$ cat config.mk
export PLATFORM = sky130hd
export DESIGN_NAME = chk_fifo
export DESIGN_NICKNAME = d
export VERILOG_FILES = /design/src/rtl/retire_checker_pkg.sv /design/src/rtl/retire_checker_fifo.sv
export SDC_FILE = /design/constraint.sdc
export NUM_CORES = 1
export LEC_CHECK = 0
export ABC_AREA = 0
export ABC_CLOCK_PERIOD_IN_PS = 9750
export CAP_MARGIN = 20
export CELL_PAD_IN_SITES_DETAIL_PLACEMENT = 1
export CELL_PAD_IN_SITES_GLOBAL_PLACEMENT = 2
export CORE_UTILIZATION = 40
export CTS_CLUSTER_DIAMETER = 30
export CTS_CLUSTER_SIZE = 20
export DETAILED_ROUTE_END_ITERATION = 10
export GPL_TIMING_DRIVEN = 0
export PLACE_DENSITY = 0.73
export RECOVER_POWER = 50
export SLEW_MARGIN = 15
export SYNTH_ARGS = -nofsm -noshare
export SYNTH_HDL_FRONTEND = slang
export SYNTH_SLANG_ARGS = --single-unit
$ cat constraint.sdc
create_clock -name i_clk -period 9.75 [get_ports i_clk]
set_clock_uncertainty 0.05 [all_clocks]
set_input_delay 0.975 -clock i_clk [delete_from_list [all_inputs] [get_ports i_clk]]
set_output_delay 0.975 -clock i_clk [all_outputs]
set_load 0.02 [all_outputs]
$ cat src/rtl/retire_checker_pkg.sv
// Shared types for retire_checker: commit event layout, kind encoding and checker FSM states.
package retire_checker_pkg;

  typedef enum logic [1:0] {
    KIND_REG   = 2'd0,
    KIND_STORE = 2'd1
  } commit_kind_e;

  localparam int unsigned DEF_XLEN  = 32;
  localparam int unsigned DEF_IDX_W = 32;

  typedef struct packed {
    logic [1:0]           kind;
    logic [DEF_XLEN-1:0]  pc;
    logic [DEF_IDX_W-1:0] idx;
    logic [DEF_XLEN-1:0]  data;
  } commit_t;

  typedef enum logic {
    RUN  = 1'b0,
    HALT = 1'b1
  } chk_state_e;

  function automatic logic [31:0] sat_inc(input logic [31:0] v);
    return (v == 32'hFFFF_FFFF) ? v : (v + 32'd1);
  endfunction

endpackage

$ cat src/rtl/retire_checker_fifo.sv
// chk_fifo: synchronous FIFO of commit entries with flush; pointers carry one extra wrap bit.
module chk_fifo
  import retire_checker_pkg::*;
#(
  parameter type T     = commit_t,
  parameter int  DEPTH = 8
) (
  input  logic i_clk,
  input  logic i_rstn,
  input  logic i_push,
  input  logic i_pop,
  input  logic i_flush,
  input  T     i_data,
  output T     o_head,
  output logic o_full,
  output logic o_empty
);

  localparam int AW = $clog2(DEPTH);
  localparam int PW = AW + 1;

  T               r_mem [DEPTH];
  logic [PW-1:0]  r_wptr;
  logic [PW-1:0]  r_rptr;
  logic           w_do_push;
  logic           w_do_pop;

  assign o_empty   = (r_wptr == r_rptr);
  assign o_full    = (r_wptr[AW] != r_rptr[AW]) && (r_wptr[AW-1:0] == r_rptr[AW-1:0]);
  assign o_head    = r_mem[r_rptr[AW-1:0]];
  assign w_do_push = i_push && !o_full && !i_flush;
  assign w_do_pop  = i_pop && !o_empty && !i_flush;

  // Pointer update; flush wins over any same-cycle push or pop.
  always_ff @(posedge i_clk) begin
    if (!i_rstn) begin
      r_wptr <= {PW{1'b0}};
      r_rptr <= {PW{1'b0}};
    end else if (i_flush) begin
      r_wptr <= {PW{1'b0}};
      r_rptr <= {PW{1'b0}};
    end else begin
      if (w_do_push) r_wptr <= r_wptr + {{AW{1'b0}}, 1'b1};
      if (w_do_pop)  r_rptr <= r_rptr + {{AW{1'b0}}, 1'b1};
    end
  end

  // Storage write; contents need no reset because the pointers gate visibility.
  always_ff @(posedge i_clk) begin
    if (w_do_push) r_mem[r_wptr[AW-1:0]] <= i_data;
  end

endmodule

# == Yosys cells after proc, flatten, opt, wreduce, memory -nomap -nowiden ==
# Memory sizes are Yosys's and may differ from the RTL's. A register that Yosys moved wholly into a read port is not among the register bits.
# Index checks and enable logic that the tools add are counted.
# totals
ram_bits,784
rom_bits,0
input_bits,103
latch_bits,0
memories,1
ff_bits,8
# classes
mul,0
magnitude_cmp,0
n_reduce_logical,9
n_mux,4
div,0
n_addsub,2
eq_ne,3
bitwise_logic,1
n_shift,0
# mem_list
memory,depth,word_bits,read_ports,rd_ports_with_merged_regs,write_ports,line_no,rtl
r_mem,8,98,1,1,1,retire_checker_fifo.sv:22,T r_mem [DEPTH];
# op_table
op,n
$add A4 B1 Y4 const B,2
$mux W3,2
$logic_and A1 B1 Y1,5
$eq A4 B4 Y1,1
$eq A3 B3 Y1,1
$logic_not A1 Y1,3
$mux W1,2
$reduce_or A2 Y1,1
$ne A1 B1 Y1,1
$not A1 Y1,1

# == Logic depth before layout (Yosys ltp) ==
# depth
ltp_word,7
mapped_depth,5
mapped_depth_nobuf,4

# == Least setup slack after synthesis ==
# No wires, ideal clock.
# synth_timing
path_type,input-to-reg
startpoint,in i_push
endpoint,"mem r_mem[2][0] in the netlist's numbering, enable pin"
path_buffers,0
t_arrival_ns,7.980
stages,3
path_slack_ns,1.045
cell_sequence,nor2b_1 nand3b_1 nor3_1
# synth_between
elab_chain_cells,4
# synth_rtl
item,line_no,rtl
from (decl),retire_checker_fifo.sv:10,"input logic i_push,"
$logic_and A1 B1 Y1 (2 in series),retire_checker_fifo.sv:31,assign w_do_push = i_push && !o_full && !i_flush;
$mux W1,retire_checker_fifo.sv:50,if (w_do_push) r_mem[r_wptr[AW-1:0]] <= i_data;
$mux W1 (not written as such),retire_checker_fifo.sv:50,
to (decl),retire_checker_fifo.sv:22,
# No other way between the ends.

==> flow_summary.rst <==
.. list-table::
   :header-rows: 1

   * - Metric
     - Value
   * - Arrival time worst endpoint
     - 3700 ps
   * - Violations in the final reports
     - max-capacitance violations, max-slew violations
   * - Via density per instance
     - 5.23
   * - Total Nets Final
     - 1723
   * - Endpoint kind of the worst setup timing path
     - primary output
   * - Power per cell area
     - 239 nW/um^2
   * - Drt first-iter violations
     - 1022
   * - Number of synthesized register bits
     - 795
   * - Via count of the first global-routing pass
     - 15900
   * - FMAX
     - 212 MHz
   * - Fillers
     - 6422
   * - Number of top-level design ports
     - 203
   * - Post-synthesis instance area
     - 30000 sq um
   * - Worst Tran Pin Value
     - 2350 ps
   * - Area growth from synthesis to layout
     - 32.0%
   * - Count of input and output buffers
     - 202
   * - Syn_nets
     - 1311
   * - Path class of the lowest-slack min-delay path
     - register to register
   * - Peak ir drop on the vdd network
     - 132 uV
   * - Critical-path maximum fanout
     - 10
   * - CTS H-tree lvls
     - 4
   * - Slew Limit Fails
     - 38
   * - Post-synthesis cell type with the largest combined area
     - edfxtp_1
   * - Number of buffers created by CTS
     - 153
   * - Number of maximum-capacitance constraint violations
     - 3
   * - Worst setup slack after layout
     - 5020 ps
   * - Synth cell types
     - 35
   * - Post_cts resized
     - 0
   * - Detailed Route WL
     - 70.3 mm
   * - Sw frac
     - 20.2%
   * - Global route total overflow
     - 0
   * - Vertical die dimension
     - 276 um
   * - Category of the most critical setup path
     - register to primary output
   * - Top flip-flop cell by instance count after synthesis
     - edfxtp_1
   * - EDFF count, synth
     - 784
   * - TritonCTS clock tree
     - yes
   * - Unrepaired setup endpoints after global routing
     - false
   * - Via Count
     - 14200
   * - GR Util All Layers
     - 19.0%
   * - Number of instances in the synthesized netlist
     - 1206
   * - Internal Pwr Total
     - 7.56 mW
   * - Worst-path clk slew
     - 50 ps
   * - Buffer cell driving the clock tree root
     - clkbuf_16
   * - Initial standard-cell utilization of the core
     - 40.4%
   * - Sink count of the clock tree
     - 795
   * - Final worst-path cycle share
     - 48.5%
   * - Sequential cell area fraction in the yosys report
     - 79.1%
   * - ANT nets after route
     - 0
   * - Worst setup slack before clock tree synthesis
     - 5510 ps
   * - DRC violations left
     - 0
   * - First-pass GRT wire length
     - 103 mm
   * - Fraction of layout instances using a drive strength above 1
     - 36.2%
   * - Avg Inst Size Synth
     - 24.9 sq um
   * - Placeable core region
     - 74300 sq um
   * - Most frequent cells in the layout
     - edfxtp_1 (784), mux4_2 (196), clkbuf_16 (155)
   * - WL/cell
     - 25.9 um
   * - First-pass DRT Iterations
     - 4
   * - Proportion of power drawn by the clock network
     - 57.0%
   * - Proportion of synthesized flip-flops having asynchronous set or reset
     - 0%
   * - Largest cells by area after synthesis
     - edfxtp_1 (78%), mux4_2 (15%), mux2_2 (3.7%), dfxtp_1 (0.73%), buf_6 (0.34%)
   * - Largest net degree at the start of global routing
     - 23
   * - Initial antenna violation count
     - 17
   * - Leakage dissipation
     - 12.7 nW
   * - Hold Buf Count CTS
     - 0
   * - Setup Viol. Count Final
     - 0
   * - Share of total power in combinational logic
     - 2.9%
   * - Count of synthesis-stage warnings from yosys
     - 0
   * - Max_slew headroom
     - -57.0%
   * - Switching power
     - 1.91 mW
   * - Area share of the largest cell type after synthesis
     - 78.4%
   * - Power share of the sequential group
     - 40.1%
   * - Post-layout util
     - 53.3%
   * - Post-route total power
     - 9.48 mW
   * - # Post-CTS Setup Buffers
     - 0
   * - Final hold violations
     - 0
   * - Tmin final
     - 4730 ps
   * - Die ar.
     - 76200 sq um
   * - Run status
     - finished with violations
   * - Num rows
     - 100
   * - Most common cell after layout, fill and taps aside
     - edfxtp_1
   * - Max Buffers Root-to-Sink
     - 3
   * - Worst slack on hold paths
     - 505 ps
   * - Overall die width
     - 276 um
   * - Global placer's final weighted congestion
     - 0.721
   * - Startpoint type of the worst setup path
     - register
   * - Required time at the worst-slack endpoint
     - 8730 ps
   * - HPWL Detailed
     - 42.4 mm
   * - Worst skew pair latency
     - 710 ps
[metal layers]
layer | global-route usage (%) | routed length [um] | part of all wire (%)
met1 | 24.5 | 29700 | 42
met2 | 31.1 | 35200 | 50
met3 | 5.47 | 3960 | 5.6
met4 | 6.07 | 1350 | 1.9
met5 | 0 | 175 | 0.25
[kinds of logic after synthesis]
| group | synth area share, % |
|---|---|
| AO/OA/AOI/OAI | 0.300 |
| flip-flops | 79.1 |
| buffers and inverters | 1.11 |
| AND/OR/NAND/NOR | 0.654 |
| adder cells (fa/ha/maj) | 0.0833 |
| multiplexers | 18.4 |
| XOR/XNOR | 0.279 |
[power by group through the flow]
| stage | Clock [mW] | Sequential, mW | Combinational [mW] |
|---|---|---|---|
| after CTS | 5.50 | 3.80 | 0.289 |
| after detailed placement | 0 | 3.86 | 0.286 |
| after floorplan | 0 | 3.86 | 0.119 |
| after global routing | 5.64 | 3.80 | 0.294 |
| after global placement | 0 | 3.87 | 0.264 |
| final | 5.40 | 3.80 | 0.275 |
[critical path: stages, from the launching register on]
cell             delay (ps)
dfxtp_1                 290
buf_2                   260
buf_2                   470
clkbuf_1                690
mux4_2                  400
mux2_2                  300
clkdlybuf4s50_1         550
[flip-flops by register name (all words and copies together), names as in the netlist, named ones only]
signal  count
r_wptr      4
r_rptr      4
r_mem     784
[through the flow]
step	instances	instance area, sq um	TNS (ps)
after floorplan	1206	30000	0
final	2719	39600	0
after global placement	2377	33300	-1870550
after global routing	2718	39600	0
after CTS	2716	39700	0
after detailed placement	2432	34300	0
[worst paths after layout]
path,startpoint,to,slack [ps],cells after the start
hold reg to reg,r_rptr[3],r_rptr[3],510,2
setup / recovery,register,o_head[67],5020,6
setup reg to reg,r_wptr[0],r_mem[5][27],5150,10
hold / removal,r_rptr[3],r_rptr[3],510,2
[cell usage after synthesis (all sizes together), types with 2 or more instances]
library cell	number
edfxtp	784
dfxtp	11
ha	2
nor4	3
nor3	3
nand4	2
nor2b	2
nand2	4
mux2	98
nand2b	4
mux4	196
buf	40
mux2i	2
o21ai	3
clkbuf	18
nor2	12
o41ai	2
xor2	6
a21oi	4
or3	2
[final cells by class]
type	instances	area, sq um	share of cell area (%)
antenna	3	7.51	0.0189
buffer	58	328	0.827
clock buffer	170	3940	9.93
clock inverter	114	1450	3.65
inverter	1	3.75	0.00947
multi-input combinational	352	5920	14.9
sequential	795	23800	60.0
tap	969	1210	3.06
timing repair buffer	257	3020	7.61
Note: power is estimated with default switching activity, not from simulation.
